File: config.mk
export PLATFORM = sky130hd
export DESIGN_NAME = mem_arbiter
export DESIGN_NICKNAME = d
export VERILOG_FILES = /design/src/rtl/mem_arbiter.sv
export SDC_FILE = /design/constraint.sdc
export NUM_CORES = 1
export LEC_CHECK = 0
export ABC_AREA = 0
export ABC_CLOCK_PERIOD_IN_PS = 1950
export CAP_MARGIN = 25
export CORE_AREA = 2 2 85 87
export DETAILED_ROUTE_END_ITERATION = 6
export DIE_AREA = 0 0 87 89
export GPL_ROUTABILITY_DRIVEN = 1
export PLACE_DENSITY = 0.81
export SYNTH_ARGS = -nofsm -noshare
export SYNTH_HDL_FRONTEND = slang
export SYNTH_SLANG_ARGS = --single-unit
File: constraint.sdc
create_clock -name clk -period 1.95 [get_ports clk]
set_input_delay 0.2925 -clock clk [delete_from_list [all_inputs] [get_ports clk]]
set_output_delay 0.2925 -clock clk [all_outputs]
set_load 0.02 [all_outputs]
File: src/rtl/mem_arbiter.sv
// Two-requester (CPU / debug host) arbiter for a single-port data memory.
// Combinational grant, starvation guard for debug, debug lock, one-cycle read return routing.
module mem_arbiter #(
    parameter int unsigned ADDR_W     = 5,
    parameter int unsigned DATA_W     = 32,
    parameter int unsigned STARVE_MAX = 4
) (
    input  logic              clk,
    input  logic              rst,
    input  logic              cpu_req,
    input  logic              cpu_we,
    input  logic [ADDR_W-1:0] cpu_addr,
    input  logic [DATA_W-1:0] cpu_wdata,
    output logic              cpu_gnt,
    output logic              cpu_stall,
    output logic              cpu_rvalid,
    output logic [DATA_W-1:0] cpu_rdata,
    input  logic              dbg_req,
    input  logic              dbg_we,
    input  logic [ADDR_W-1:0] dbg_addr,
    input  logic [DATA_W-1:0] dbg_wdata,
    output logic              dbg_gnt,
    output logic              dbg_rvalid,
    output logic [DATA_W-1:0] dbg_rdata,
    input  logic              dbg_lock,
    output logic              mem_en,
    output logic              mem_we,
    output logic [ADDR_W-1:0] mem_addr,
    output logic [DATA_W-1:0] mem_wdata,
    input  logic [DATA_W-1:0] mem_rdata
);

    localparam int unsigned CNT_W = 3;

    typedef enum logic {
        ARB,
        DBG_LOCKED
    } state_t;

    state_t           state;
    state_t           state_nxt;
    logic [CNT_W-1:0] starve_cnt;
    logic [CNT_W-1:0] starve_nxt;
    logic             locked;
    logic             starve_hit;
    logic             rd_cpu;
    logic             rd_dbg;

    // Lock ownership ends in the same cycle dbg_lock drops, so the CPU can win that cycle.
    always_comb begin
        state_nxt  = state;
        cpu_gnt    = 1'b0;
        dbg_gnt    = 1'b0;
        locked     = (state == DBG_LOCKED) && dbg_lock;
        starve_hit = (starve_cnt == CNT_W'(STARVE_MAX));
        if (!rst) begin
            if (locked) begin
                dbg_gnt = dbg_req;
            end else if (cpu_req && !(starve_hit && dbg_req)) begin
                cpu_gnt = 1'b1;
            end else begin
                dbg_gnt = dbg_req;
            end
        end
        if (state == DBG_LOCKED && !dbg_lock) begin
            state_nxt = ARB;
        end
        if (dbg_gnt && dbg_lock) begin
            state_nxt = DBG_LOCKED;
        end
    end

    // Saturating count of consecutive denied debug cycles.
    always_comb begin
        starve_nxt = '0;
        if (dbg_req && !dbg_gnt) begin
            starve_nxt = starve_hit ? starve_cnt : starve_cnt + CNT_W'(1);
        end
    end

    always_comb begin
        mem_en    = 1'b0;
        mem_we    = 1'b0;
        mem_addr  = '0;
        mem_wdata = '0;
        if (cpu_gnt) begin
            mem_en    = 1'b1;
            mem_we    = cpu_we;
            mem_addr  = cpu_addr;
            mem_wdata = cpu_wdata;
        end else if (dbg_gnt) begin
            mem_en    = 1'b1;
            mem_we    = dbg_we;
            mem_addr  = dbg_addr;
            mem_wdata = dbg_wdata;
        end
    end

    always_ff @(posedge clk or posedge rst) begin
        if (rst) begin
            state      <= ARB;
            starve_cnt <= '0;
            rd_cpu     <= 1'b0;
            rd_dbg     <= 1'b0;
        end else begin
            state      <= state_nxt;
            starve_cnt <= starve_nxt;
            rd_cpu     <= cpu_gnt && !cpu_we;
            rd_dbg     <= dbg_gnt && !dbg_we;
        end
    end

    // Memory returns read data one cycle after the strobe; route it to the recorded owner.
    assign cpu_stall  = cpu_req && !cpu_gnt && !rst;
    assign cpu_rvalid = rd_cpu;
    assign dbg_rvalid = rd_dbg;
    assign cpu_rdata  = rd_cpu ? mem_rdata : '0;
    assign dbg_rdata  = rd_dbg ? mem_rdata : '0;

endmodule

# Yosys cells after proc, flatten, opt, wreduce, memory -nomap -nowiden
# Index checks and enable logic that the tools add are counted.
[totals]
regBits = 6
inputBits = 113
output_inout_bits = 108
[classes]
add_sub_neg = 1
n_eq_ne = 2
mux = 20
n_reduce_logical = 18
[op_table]
columns = ["operator", "count"]
rows = [
  ["$mux W32", 4],
  ["$mux W1", 12],
  ["$logic_and A1 B1 Y1", 10],
  ["$mux W5", 2],
  ["$logic_not A1 Y1", 7],
  ["$mux W3", 2],
  ["$add A3 B1 Y3 const B", 1],
  ["$eq A3 B3 Y1 const B", 1],
  ["$ne A2 B2 Y1 const B", 1],
  ["$reduce_bool A2 Y1", 1],
]

# Depth between registers and ports, before layout
# Gate-level depths: netlist of the first run.
[logic_depth]
ltp_word = 10
mapped_depth = 7
mapped_depth_nobuf = 5

# Worst setup path after synthesis of the first run
# Ideal clock, no wire load.
[synth_path]
path_type = "register -> output"
start = "register starve_cnt[0]"
end = "output port mem_wdata[10]"
t_arrival_ps = 1549
required_time_ps = 1657
setup_slack_ps = 109
stages_incl_launch_ff = 7
path_buffers = 1
cell_sequence = "dfrtp_1 inv_1 ha_1 nand3_2 and2_1 clkbuf_2 o21ai_0"
[synth_via]
elab_chain_len = 9
elab_cells_between_ends = 12
cone_classes = "eq/ne (1); mux (8); reduce/logical (3)"
[synth_rtl]
columns = ["item", "line", "source"]
rows = [
  ["start: declaration", "42", "logic [CNT_W-1:0] starve_cnt;"],
  ["start signal: assignment", "107", "starve_cnt <= starve_nxt;"],
  ["$eq A3 B3 Y1 (*)", "55", "starve_hit = (starve_cnt == CNT_W'(STARVE_MAX));"],
  ["$logic_and A1 B1 Y1 (*)", "59", "end else if (cpu_req && !(starve_hit && dbg_req)) begin"],
  ["$logic_not A1 Y1 (*)", "59", ""],
  ["$logic_and A1 B1 Y1 (*)", "59", ""],
  ["$mux W1", "59", ""],
  ["$mux W1", "57", "if (locked) begin"],
  ["$mux W1", "56", "if (!rst) begin"],
  ["$mux W32", "91", "end else if (dbg_gnt) begin"],
  ["$mux W32 (*)", "86", "if (cpu_gnt) begin"],
  ["end: declaration", "29", "output logic [DATA_W-1:0] mem_wdata,"],
]
# Every way passes the cells marked *; elsewhere a longest branch is shown, timed or not.

# Worst setup path after layout of the first run
[layout_path]
start = "register starve_cnt[1]"
end = "output port mem_wdata[18]"
# Same word-level chain as after synthesis.

==> impl_metrics.toml, run 1 <==
[run_status]
outcome = "finished, final reports clean"

[die]
die_area_mm2 = 0.00774
core_area_mm2 = 0.00672
die_y_um = 89
num_rows = 30
die_x_um = 87
initial_core_util_pct = 21.3
ios = 221

[logic_synthesis]
syn_nets = 354
ys_ff_latch = 6
yosysUniqueCellTypes = 25
yosysSeqAreaShare_pct = 10.5
ys_top_cells_by_area = "and2_1 29%, nand4_1 17%, nand2_1 11%"
synth_top_cell_by_area = "and2_1"
synthCells = 239
synth_top_area_share_pct = 29.3
yosysWarnings = 0
avgSynthCellArea_um2 = 5.99
syn-cell-area_mm2 = 0.00143

[place]
port_buffers = 220
hpwl_um = 6170
place_congestion = 0.800

[global_route]
grt_start_max_net_pins = 41
grt_pass1_wl_um = 12100
grt.total_usage_pct = 19.3
grt_overflow = 0
grt_pass1_vias = 2504
antenna_found_initial = 0

[timing]
report.final.hold_viol_count = 0
worst_slew_margin_rel_pct = 82.9
finalCritPeriodShare_pct = 98.4
rsz0062_at_grt = "true"
skew_ns = 0.00158
setup_viol = 0
timing.fmax_mhz = 521
finalCriticalPeriod_ns = 1.92
slew_viol_final = 0
tightest_slew_ns = 0.255

[cts]
hold_buffers = 0
clock_latency_ns = 0.23
cts_tree = "done"
cts-root-buf = "clkbuf_8"
cts_buffers = 3
path_clk_slew_ns = 0.04
h-tree-depth = 1
cts.sinks = 6
clk_path_buf_depth = 2

[finish]
diodes = 0
drive_gt1_share_pct = 18.2
fin_util_pct = 58.4
syn2layout_area_growth_pct = 174
layout.nets = 579
fillCellCount = 623

[drt]
drt_iter0_drc = 80
num_vias = 2636
finalWirelength_um = 8240
viasPerCell = 4.86
wl_per_cell_um = 15.2
drc_errors = 0
postRouteAntennaNets = 0
drtPass1Iterations = 4

[power_and_ir_drop]
clockPowerShare_pct = 17.1
ir_drop_uv = 240
p_sw_share_pct = 36.5
finalPower_mw = 1.12
power.density_mw_per_mm2 = 284
p_switching_mw = 0.407
combPwrFrac_pct = 70.6
p_leak_nw = 1.62
seq_power_share_pct = 12.3
p_int_mw = 0.709

[min_path]
worstHoldPathType = "in2async"

[setup_path]
path_max_fanout = 20
criticalPathCategory = "reg2out"
timing.rr.start = "starve_cnt[0]$_DFFE_PP0P_"
startpoint_type = "flop"
crit_start = "starve_cnt[1]$_DFFE_PP0P_"
worstPathArrival_ns = 1.63
critPathCaptureType = "output pin"
required_ns = 1.66

[run]
drv_cap = 0
through the flow:
stage | area [um2] | cells | setup slack (ns) | TNS, ns | hold WS (ns)
2_1_floorplan | 1430 | 239 | 0.109 | 0 | 0.311
3_3_place_gp | 3830 | 531 | -0.522 | -18.11 | 0.522
3_5_place_dp | 3830 | 531 | -0.614 | -19.42 | 0.535
4_1_cts | 3850 | 542 | -0.130 | -0.179 | 0.350
5_1_grt | 3930 | 542 | -0.0431 | -0.305 | 0.389
6_report | 3930 | 542 | 0.0311 | 0 | 0.353
registers in the layout (all words and copies together) (netlist names):
| register | cells |
|---|---|
| starve_cnt | 3 |
| cpu_rvalid | 1 |
| dbg_rvalid | 1 |
| state | 1 |
cells by family (layout without fill, tap and decap cells):
logic type	count (synthesis)	after routing	share of synthesized area, %
xor gates and xnor gates	1	1	0.612
DFF	6	6	10.5
adders and majority gates	2	2	1.75
muxes	1	1	0.699
buffers and inverters	29	252	9.53
AOI/OAI and AO/OA	42	42	15.3
and+or+nand+nor	158	158	61.6
cells in the final DEF, fill, tap and decap left out, drive strengths merged, types with 2 or more instances in the layout:
cell type and count:
buf 66, nand4 38, and2 67, nor3b 2, inv 3, dlygate4sd2 4, ha 2, nor2 4
o21ai 39, dfrtp 6, nand2 42, clkdlybuf4s50 174, clkbuf 4
cells in the mapped netlist:
cell / number
a21boi_2: 1
nor3_1: 1
clkbuf_1: 12
buf_6: 2
nand2_1: 42
o211ai_1: 1
nor2b_1: 1
xnor2_1: 1
ha_1: 2
and2_1: 67
mux2i_1: 1
nor2_1: 4
nand4_1: 38
o21ai_1: 17
buf_2: 8
nand3b_1: 1
and3b_1: 1
dfrtp_1: 6
clkbuf_2: 2
o21ai_0: 22
a21oi_1: 1
nand3_2: 1
nor3b_1: 2
buf_1: 2
inv_1: 3
routing by layer:
layer	vias up	global-route usage, %	wire, um
met5	-	0	0
met1	1193	22.3	3140
li1	1273	-	-
met3	10	4.43	816
met2	160	35.7	4190
met4	0	5.11	93
final timing paths:
check,to,slack (ns),cells past startpoint
setup / recovery,mem_wdata[18],0.03,7
hold / removal,dbg_rvalid$_DFF_PP0_,0.35,3
setup reg to reg,starve_cnt[1]$_DFFE_PP0P_,0.55,7
hold reg to reg,state$_DFFE_PP0P_,0.54,2
max in group asynchronous,starve_cnt[2]$_DFFE_PP0P_,1.48,3
min in group clk,state$_DFFE_PP0P_,0.54,2
power groups by stage:
stage / clock [mW] / combinational (mW) / sequential (mW)
3_3_place_gp: 0 / 0.746 / 0.137
6_report: 0.191 / 0.788 / 0.138
4_1_cts: 0.196 / 0.767 / 0.136
5_1_grt: 0.201 / 0.841 / 0.138
2_1_floorplan: 0 / 0.276 / 0.141
3_5_place_dp: 0 / 0.757 / 0.138
timing repair:
| item | in CTS | in global routing |
|---|---|---|
| setup buffers | 5 | 0 |
| resized for setup | 203 | 35 |
| pin swaps | 1 | 1 |
| setup endpoints to repair | 42 | 55 |
| gates cloned | 3 | 0 |
layout make-up:
type / count / area (um2) / area share [%]
multi-input combinational: 204 / 1220 / 31.1
tap: 80 / 100 / 2.55
inverter: 3 / 11.3 / 0.287
timing repair buffer: 246 / 2400 / 61.2
sequential: 6 / 150 / 3.83
clock buffer: 3 / 41.3 / 1.05
critical path, stage by stage, from the launching register on:
cell     delay (ns)
dfrtp_1        0.38
inv_2          0.08
ha_4           0.14
nand3_4        0.09
and2_4         0.20
buf_12         0.16
o21ai_0        0.17
buf_2          0.19
Note: power is estimated with default switching activity, not from simulation.
==> run 2, diff against run 1 <==
Settings changed: HOLD_SLACK_MARGIN from default to 0.03.
==> results of run 2 <==
Same layout as run 1: the final DEF is identical, and so are final timing and power.
==> run 3, diff against run 2 <==
Settings changed: DONT_BUFFER_PORTS from default to 1, PLACE_DENSITY 0.81 to 0.39.
==> run 3 against run 2 <==
Sequential power up 6%. Global-route usage down 5.8 points. Non-clock buffer count down 194. Sequential share of layout area up 3.4 points. First-iteration DRC count down 56%. Power down 29%. Critical endpoint is now mem_wdata[11]. Largest cell class is now multi-input combinational cells.
==> impl_metrics.toml, run 3 (synthesized netlist as in run 1, its figures left out) <==
[timing]
finalCritPeriodShare_pct = 98.6
slew_viol_final = 0
finalCriticalPeriod_ns = 1.92
worst_slew_margin_rel_pct = 52.8
timing.fmax_mhz = 520
setup_viol = 0
tightest_slew_ns = 0.709
fin_tns_setup_ns = 0
skew_ns = 0.000602
rsz0062_at_grt = "true"
report.final.hold_viol_count = 0

[die]
num_rows = 30
die_x_um = 87
initial_core_util_pct = 21.3
core_area_mm2 = 0.00672
ios = 221
die_y_um = 89
die_area_mm2 = 0.00774

[finish]
drive_gt1_share_pct = 31.7
mostFrequentLayoutCell = "and2_1"
diodes = 0
largest-register = "starve_cnt"
layout.nets = 385
syn2layout_area_growth_pct = 44.8
final_area_mm2 = 0.00207
largest_reg_flops = 3
final_cell_mix = "65 x and2_1, 42 x nand2_1, 38 x nand4_1"

[setup_path]
path_cells = "inv_1 > ha_2 > nand3_4 > and2_4 > buf_12 > o21ai_1 > buf_4"
startpoint_type = "flop"
path_max_fanout = 27
critPathCaptureType = "output pin"
cp_top_family = "flip-flops"
worst-path-buf-inv = 3
max_stage_delay_ns = 0.39
required_ns = 1.66
cpMaxStageDelayCell = "dfrtp_1"
worstPathArrival_ns = 1.63
criticalPathCategory = "reg2out"

[power_and_ir_drop]
finalPower_mw = 0.790
power.density_mw_per_mm2 = 381
ir_drop_uv = 132
p_leak_nw = 0.866

[drt]
viasPerCell = 5.34
drt_iter0_drc = 35
wl_per_cell_um = 18.0
drc_errors = 0
drtPass1Iterations = 4
postRouteAntennaNets = 0
num_vias = 1857
finalWirelength_um = 6260

[cts]
cts_tree = "done"
h-tree-depth = 1
cts-root-buf = "clkbuf_8"
path_clk_slew_ns = 0.04
cts.sinks = 6
clock_latency_ns = 0.22
clk_path_buf_depth = 2
cts_buffers = 3
post_cts_buffers = 0

[global_route]
grt_pass1_vias = 1508
grt_overflow = 0
grt_pass1_wl_um = 8060
antenna_found_initial = 0
grt.total_usage_pct = 13.5
grt_start_max_net_pins = 41

[place]
place_congestion = 0.744
hpwl_um = 5000
port_buffers = 0
placed_cell_area_mm2 = 0.00181

[run_status]
outcome = "finished, final reports clean"

[min_path]
worstHoldPathType = "in2reg"

[run]
drv_cap = 0
-- run 3: cell types whose count changed in the layout (fill, tap and decap cells not counted), moves of 4 or more --
cell	previous run	this run
clkdlybuf4s50_1	174	0
buf_2	25	0
o21ai_2	3	20
o21ai_0	13	0
buf_6	4	16
buf_12	8	2
buf_4	27	32
o21ai_1	21	16
dlygate4sd2_1	4	0
-- run 3: what timing repair did --
| action | CTS | global route |
|---|---|---|
| resized for setup | 10 | 65 |
| hold endpoints to repair | 6 | 0 |
| pin swaps | 1 | 5 |
| hold buffers | 1 | 0 |
| endpoints found under the setup margin | 31 | 40 |
-- run 3: cell type report --
cell class / instances / area (um2)
fillers: 734 / 4650
repair buffers: 52 / 485
well taps: 80 / 100
flip-flops and latches: 6 / 150
multi-input cells: 204 / 1280
clock buffers: 3 / 41.3
inverters: 3 / 11.3
-- run 3: routing by layer --
metal	up-vias	part of all wire, %	GRT usage, %
met1	848	36	13.9
met3	4	7.8	1.75
met4	0	0.80	4.12
met2	124	55	27.8
li1	881	-	-
met5	-	0	0
-- run 3: path summary, 6_finish.rpt --
| kind | start | to | slack, ns | cells after the start |
|---|---|---|---|---|
| setup / recovery | starve_cnt[0]$_DFFE_PP0P_ | mem_wdata[11] | 0.03 | 7 |
| hold / removal | cpu_we | cpu_rvalid$_DFF_PP0_ | 0.14 | 1 |
| setup reg to reg | starve_cnt[0]$_DFFE_PP0P_ | dbg_rvalid$_DFF_PP0_ | 0.50 | 7 |
| hold reg to reg | state$_DFFE_PP0P_ | state$_DFFE_PP0P_ | 0.54 | 2 |
| max in group asynchronous | rst | cpu_rvalid$_DFF_PP0_ | 1.20 | 3 |
| min in group asynchronous | rst | starve_cnt[1]$_DFFE_PP0P_ | 0.58 | 3 |
-- run 3: per-stage QoR --
stage | util (%) | cells | hold WS [ns] | setup WS (ns)
2_1_floorplan | - | 239 | 0.311 | 0.109
3_3_place_gp | 27.0 | 344 | 0.220 | 0.172
3_5_place_dp | 27.0 | 344 | 0.222 | 0.161
4_1_cts | 28.1 | 348 | 0.136 | -0.00304
5_1_grt | 30.8 | 348 | 0.138 | -0.0291
6_report | 30.8 | 348 | 0.142 | 0.0270
-- run 3: where the power goes --
group	internal [mW]	switching, mW
combinational	0.177	0.276
clock	0.133	0.0577
sequential	0.132	0.0143
